$ cat config.mk
export PLATFORM = sky130hd
export DESIGN_NAME = reg8bit_register
export DESIGN_NICKNAME = d
export VERILOG_FILES = /design/src/rtl/reg8bit_register.sv
export SDC_FILE = /design/constraint.sdc
export NUM_CORES = 1
export LEC_CHECK = 0
export ABC_CLOCK_PERIOD_IN_PS = 2300
export CAP_MARGIN = 20
export CORE_AREA = 2 2 39 41
export DETAILED_ROUTE_END_ITERATION = 7
export DIE_AREA = 0 0 41 43
export PLACE_DENSITY_LB_ADDON = 0.15
export SYNTH_ARGS = -nofsm -noshare
export SYNTH_HDL_FRONTEND = slang
export SYNTH_SLANG_ARGS = --single-unit
$ cat constraint.sdc
create_clock -name clk -period 2.3 [get_ports clk]
set_clock_uncertainty 0.05 [all_clocks]
set_input_delay 0.345 -clock clk [delete_from_list [all_inputs] [get_ports clk]]
set_output_delay 0.345 -clock clk [all_outputs]
set_load 0.01 [all_outputs]
$ cat src/rtl/reg8bit_register.sv
// -----------------------------------------------------------------------------
// reg8bit_register
//
// Parallel-load data register. On a rising clock edge with enable high, the
// word on D is captured into Q; with enable low, Q holds its contents. Q is
// always a registered value: D and enable never reach Q combinationally.
// An asynchronous active-low reset forces Q to RESET_VAL immediately and keeps
// it there, ignoring clock edges, for as long as reset is low.
//
// Optional feature (macro REG8BIT_REGISTER_PARITY_EN):
//   When defined, an extra output q_parity carries the even-parity bit of Q
//   (1 when Q holds an odd number of ones). It is registered alongside Q, so it
//   always equals ^Q with no extra latency. When undefined, the port and its
//   logic are absent and all other behaviour is unchanged.
//
// Parameters:
//   WIDTH      data width of D and Q
//   RESET_VAL  value forced onto Q while reset is asserted
//
// Ports:
//   clk       in   1      rising-edge clock
//   reset     in   1      asynchronous reset, active low (0 = asserted)
//   enable    in   1      level-sensitive load enable, sampled on rising clk
//   D         in   WIDTH  parallel data input
//   Q         out  WIDTH  registered data output
//   q_parity  out  1      parity of Q (only with REG8BIT_REGISTER_PARITY_EN)
// -----------------------------------------------------------------------------
module reg8bit_register #(
   parameter int               WIDTH     = 8,
   parameter logic [WIDTH-1:0] RESET_VAL = '0
) (
   input  logic             clk,
   input  logic             reset,
   input  logic             enable,
   input  logic [WIDTH-1:0] D,
   output logic [WIDTH-1:0] Q
`ifdef REG8BIT_REGISTER_PARITY_EN
   ,
   output logic             q_parity
`endif
);

   // Data register: reset dominates, then enable selects load or hold.
   always_ff @(posedge clk or negedge reset) begin
      if (!reset) begin
         Q <= RESET_VAL;
      end else if (enable) begin
         Q <= D;
      end
   end

`ifdef REG8BIT_REGISTER_PARITY_EN
   function automatic logic parity_of(input logic [WIDTH-1:0] word);
      parity_of = ^word;
   endfunction

   // Parity is computed from D at load time rather than from Q afterwards,
   // so it changes on the same edge as Q and never lags it.
   always_ff @(posedge clk or negedge reset) begin
      if (!reset) begin
         q_parity <= parity_of(RESET_VAL);
      end else if (enable) begin
         q_parity <= parity_of(D);
      end
   end
`endif

endmodule

==> results of run 1 <==
[through the flow]
step	setup slack [ns]	cell area (µm²)
floorplan	1.36	332
global placement	0.646	520
detailed placement	0.631	520
CTS	0.756	543
global route	0.726	543
finish	0.767	543
[logic make-up after synthesis]
logic type / share of synthesized area, %
flip-flops: 60.4
buffers and inverters: 3.40
multiplexers: 36.2
[worst max path at each step]
stage	slack, ns	from	endpoint	cells past startpoint
final	0.77	Q[2]	Q[2]	1
after CTS	0.76	Q[5]	Q[5]	1
after floorplan	1.36	enable	Q[0]	2
after detailed placement	0.63	enable	Q[6]	2
after global routing	0.73	Q[7]	Q[7]	1
after global placement	0.65	enable	Q[5]	2
[synth_stat cells]
library cell | count | share of area [%]
mux2_4 | 8 | 36
dfrtp_1 | 8 | 60
buf_6 | 1 | 3.4
[routing by layer]
layer | wire [µm] | share of wire, % | GRT usage [%] | vias to the layer above
met5 | 0 | 0 | 0 | -
met4 | 17 | 2.7 | 8.00 | 0
met3 | 85 | 13 | 5.24 | 2
met2 | 254 | 40 | 9.06 | 14
met1 | 277 | 44 | 10.9 | 102
li1 | - | - | - | 99
[layout make-up]
cell class / instances / area, µm²
timing repair buffer: 18 / 180
sequential: 8 / 200
fill: 138 / 841
multi-input combinational: 8 / 120
clock buffer: 3 / 22.5
tap: 16 / 20.0
[power groups by stage]
stage          Sequential [µW]  Clock, µW  Combinational [µW]
2_1_floorplan              171          0                27.7
3_3_place_gp               165          0                83.6
3_5_place_dp               164          0                83.5
4_1_cts                    163        113                84.0
5_1_grt                    164        119                87.4
6_report                   163        108                82.6
==> impl_results.md, run 1 <==
- Synth warnings: 0
- Largest stage delay, worst path: 0.54 ns
- Die Ht: 43 µm
- Final core occ: 39.2%
- Outcome: finished, final reports clean
- Crit Path Max Fanout: 2
- Wire per inst: 12.0 µm
- Netlist cell types: 3
- Slew HR: 66.9%
- Switch Pwr: 79.7 µW
- Clock buffer count from CTS: 3
- Syn Inst Count: 17
- Sequential fraction of the synthesis area: 60.4%
- Vias in the first global route: 194
- Detailed Routing Iterations Pass 1: 2
- Critical Setup Path Class: reg2out
- CTS tree: built
- Starting density of the core: 24.0%
- Worst Path Buf+Inv: 1
- Clock root buffer master: clkbuf_4
- Most common cell after layout, fill and taps aside: clkdlybuf4s50_1
- Yosys reg bits: 8
- Leakage: 0.000243 µW
- Setup crit end kind: primary output
- Cts hold-fix bufs: 0
- Reg power frac: 46.0%
- Most frequent cells in the layout: clkdlybuf4s50_1, dfrtp_1, mux2_4
- Final Power: 353 µW
- Peak Freq: 0.652 GHz
- P_int: 274 µW
- Total Nets Final: 50
- Placed Cells incl. Taps: 50
- Worst path cell trace: clkdlybuf4s50_1
- Core ar.: 0.00138 mm²
- Layout cells sized above 1: 29.7%
- Synth Cell Area: 332 µm²
- P per Cell Area: 651 mW/mm²
- WHS: 0.322 ns
- Final cell count without fillers: 53
- DRT antenna net count: 0
- Antenna Cells: 0
- Endpoints failing hold: 0
- Gr ovfl total: 0
- Vias per cell: 4.09
- HP Class: in2async
- CTS clk-pin slew, worst paths: 0.06 ns
- Sw Share: 22.5%
- DR vias: 217
- Largest net degree at the start of global routing: 9
- Total setup buffers inserted after CTS: 0
- Ports: 19
- Max_cap viols: 0
- Residual DRC: 0
- Post-Syn Nets: 28
- Initial antenna violation count: 0
- GR Util All Layers: 8.50%
- DR iter-0 viols: 3
- Htree depth: 1
- CTS Buffer Depth: 2
- Avg Cell Area, Syn: 19.5 µm²
- Final setup vio count: 0
- PortBufs: 18
- Post-CTS sizing: 0
- Global-route wire length before repair: 883 µm
- Die area: 0.00176 mm²
- Maximum VDD drop: 201 µV
- Row cnt: 14
- Largest Register: Q
- Crit path DAT: 1.14 ns
- Minimum clock period: 1.53 ns
- Worst-Margin Slew: 0.495 ns
- Die W: 41 µm
- Slew Viols, Final: 0
- FF-to-FF Start: Q[2]
- GPL Wtd Cong: 0.553
- Clock Latency Late Sink: 0.25 ns
- Crit path launch type: flip-flop
- Worst-path cell with the longest stage delay: clkdlybuf4s50_1
- Number of flip-flops in the largest register: 8
- Setup Total Neg Slack: 0 ns
- Clock power share: 30.6%
- DRT Wirelength: 635 µm
- FF-to-FF setup slack: 1.49 ns
- R2r endpoint: Q[2]
- Final period util: 66.7%
- RSZ-0062 raised after global routing: false
- Cells on worst reg2reg path: 1
- Area Overhead vs Synth: 63.8%
- Sinks on Clock Net: 8
- Largest registers: Q (8)
- Top delay family on crit path: buffers and inverters
- Comb pwr share: 23.4%
- Worst endpoint required time: 1.90 ns
Note: power is estimated with default switching activity, not from simulation.
==> inputs of run 2 (changes only) <==
Settings changed: ABC_CLOCK_PERIOD_IN_PS 2300 to 1300.
Clock period 2.3 ns to 1.3 ns, I/O delays scaled along.
==> impl_results.md, run 2 (synthesized netlist as in run 1, its figures left out) <==
- GR Util All Layers: 8.43% (was 8.50%)
- Crit path DAT: 0.91 ns (was 1.14 ns)
- Wire per inst: 11.7 µm (was 12.0 µm)
- Clock buffer count from CTS: 3 (unchanged)
- Critical Setup Path Class: reg2out (unchanged)
- Cts hold-fix bufs: 0 (unchanged)
- HP Class: in2async (unchanged)
- Place WS: -0.0215 ns (was 0.631 ns)
- Largest stage delay, worst path: 0.38 ns (was 0.54 ns)
- Outcome: finished, final reports clean (unchanged)
- Global-route wire length before repair: 924 µm (was 883 µm)
- Clock power share: 30.8% (was 30.6%)
- Design area: 553 µm² (was 543 µm²)
- Starting density of the core: 24.0% (unchanged)
- Worst Path Buf+Inv: 1 (unchanged)
- CTS clk-pin slew, worst paths: 0.05 ns (was 0.06 ns)
- Minimum clock period: 1.16 ns
- Endpoints failing hold: 0 (unchanged)
- Most common cell after layout, fill and taps aside: clkdlybuf4s50_1 (unchanged)
- Maximum VDD drop: 337 µV (was 201 µV)
- DP Wirelength: 449 µm
- Crit Path Max Fanout: 2 (unchanged)
- Residual DRC: 0 (unchanged)
- Sw Share: 22.5% (about the same)
- Top delay family on crit path: flip-flops (was buffers and inverters)
- Gr ovfl total: 0 (unchanged)
- Placed Area: 541 µm² (was 520 µm²)
- CTS tree: built (unchanged)
- Die area: 0.00176 mm² (unchanged)
- P per Cell Area: 1100 mW/mm² (was 651 mW/mm²)
- Worst path cell trace: dlygate4sd2_1 (was clkdlybuf4s50_1)
- Sinks on Clock Net: 8 (unchanged)
- CTS Buffer Depth: 2 (unchanged)
- Antenna Cells: 0 (unchanged)
- DRT antenna net count: 0 (unchanged)
- Core ar.: 0.00138 mm² (unchanged)
- Final Power: 609 µW (was 353 µW)
- Total setup buffers inserted after CTS: 0 (unchanged)
- Slew Viols, Final: 0 (unchanged)
- Layout cells sized above 1: 31.6% (was 29.7%)
- Leakage: 0.000264 µW (was 0.000243 µW)
- Number of flip-flops in the largest register: 8 (unchanged)
- Initial antenna violation count: 0 (unchanged)
- Final core occ: 40.0% (was 39.2%)
- Final setup vio count: 0 (unchanged)
- Peak Freq: 0.865 GHz
- Largest net degree at the start of global routing: 9 (unchanged)
- Switch Pwr: 137 µW (was 79.7 µW)
- Htree depth: 1 (unchanged)
- P_int: 472 µW (was 274 µW)
- Row cnt: 14 (unchanged)
- Total Nets Final: 51 (was 50)
- Clock root buffer master: clkbuf_4 (unchanged)
- Slew HR: 76.7% (was 66.9%)
- Largest Register: Q (unchanged)
- Worst-Margin Slew: 0.349 ns (was 0.495 ns)
- Setup crit end kind: primary output (unchanged)
- Die W: 41 µm (unchanged)
- PortBufs: 18 (unchanged)
- Worst endpoint required time: 1.05 ns (was 1.90 ns)
- Largest registers: Q (8) (unchanged)
- Post-CTS sizing: 8 (was 0)
- Crit path launch type: flip-flop (unchanged)
- Final period util: 88.9%
- DR iter-0 viols: 3 (unchanged)
- Max_cap viols: 0 (unchanged)
- GPL Wtd Cong: 0.560 (was 0.553)
- DR vias: 222 (was 217)
- Detailed Routing Iterations Pass 1: 4 (was 2)
- Comb pwr share: 22.1% (was 23.4%)
- Ports: 19 (unchanged)
- Die Ht: 43 µm (unchanged)
- Clock Latency Late Sink: 0.25 ns (about the same)
- Worst-path cell with the longest stage delay: dfrtp_1 (was clkdlybuf4s50_1)
- Vias in the first global route: 204 (was 194)
- Reg power frac: 47.1% (was 46.0%)
- Vias per cell: 4.11 (was 4.09)
- Most frequent cells in the layout: clkdlybuf4s50_1, dfrtp_1, mux2_4, dlygate4sd2_1, clkbuf_4 (was clkdlybuf4s50_1, dfrtp_1, mux2_4)
- DRT Wirelength: 632 µm (was 635 µm)
- Final WS setup: 0.144 ns (was 0.767 ns)
- Area Overhead vs Synth: 66.8% (was 63.8%)
- RSZ-0062 raised after global routing: false (unchanged)
[run 2: cell types whose count changed in the layout (fill, tap and decap cells not counted), sizes merged]
cell | previous run | this run
clkdlybuf4s50 | 18 | 10
dlygate4sd2 | 0 | 8
buf | 0 | 1
[run 2: metrics by stage]
step | instances | hold WS (ns) | TNS [ns]
after global placement | 51 | 0.446 | -0.149
after CTS | 54 | 0.173 | 0
after floorplan | 17 | -0.151 | 0
final | 54 | 0.166 | 0
after detailed placement | 51 | 0.441 | -0.158
after global routing | 54 | 0.205 | 0
[run 2: power by group through the flow]
stage / Sequential (µW) / Clock [µW] / Combinational (µW)
after floorplan: 303 / 0 / 49.0
after global placement: 291 / 0 / 155
after detailed placement: 291 / 0 / 154
after CTS: 287 / 195 / 137
after global routing: 290 / 199 / 144
final: 287 / 187 / 135
[run 2: worst paths after layout]
| check | depth (start not counted) | end | slack, ns | from |
|---|---|---|---|---|
| worst min-delay path | 1 | Q[0] | 0.17 | reset |
| worst max register to register | 1 | Q[2] | 0.49 | Q[2] |
| max in group asynchronous | 1 | Q[2] | 0.78 | reset |
| worst min register to register | 1 | Q[3] | 0.45 | Q[3] |
| min in group clk | 1 | Q[3] | 0.45 | Q[3] |
| worst max-delay path | 1 | Q[2] | 0.14 | Q[2] |
[run 2: final cells by class]
class / instances / area, µm²
timing repair buffer: 19 / 190
fill: 137 / 831
multi-input combinational: 8 / 120
sequential: 8 / 200
clock buffer: 3 / 22.5
tap: 16 / 20.0
[run 2: layer usage]
layer  global-route usage, %  up-vias  wire, µm
met2                    8.75       14       250
met3                    5.24        2        90
li1                        -      102         -
met5                       0        -         0
met4                    6.00        0        17
met1                    12.0      104       274
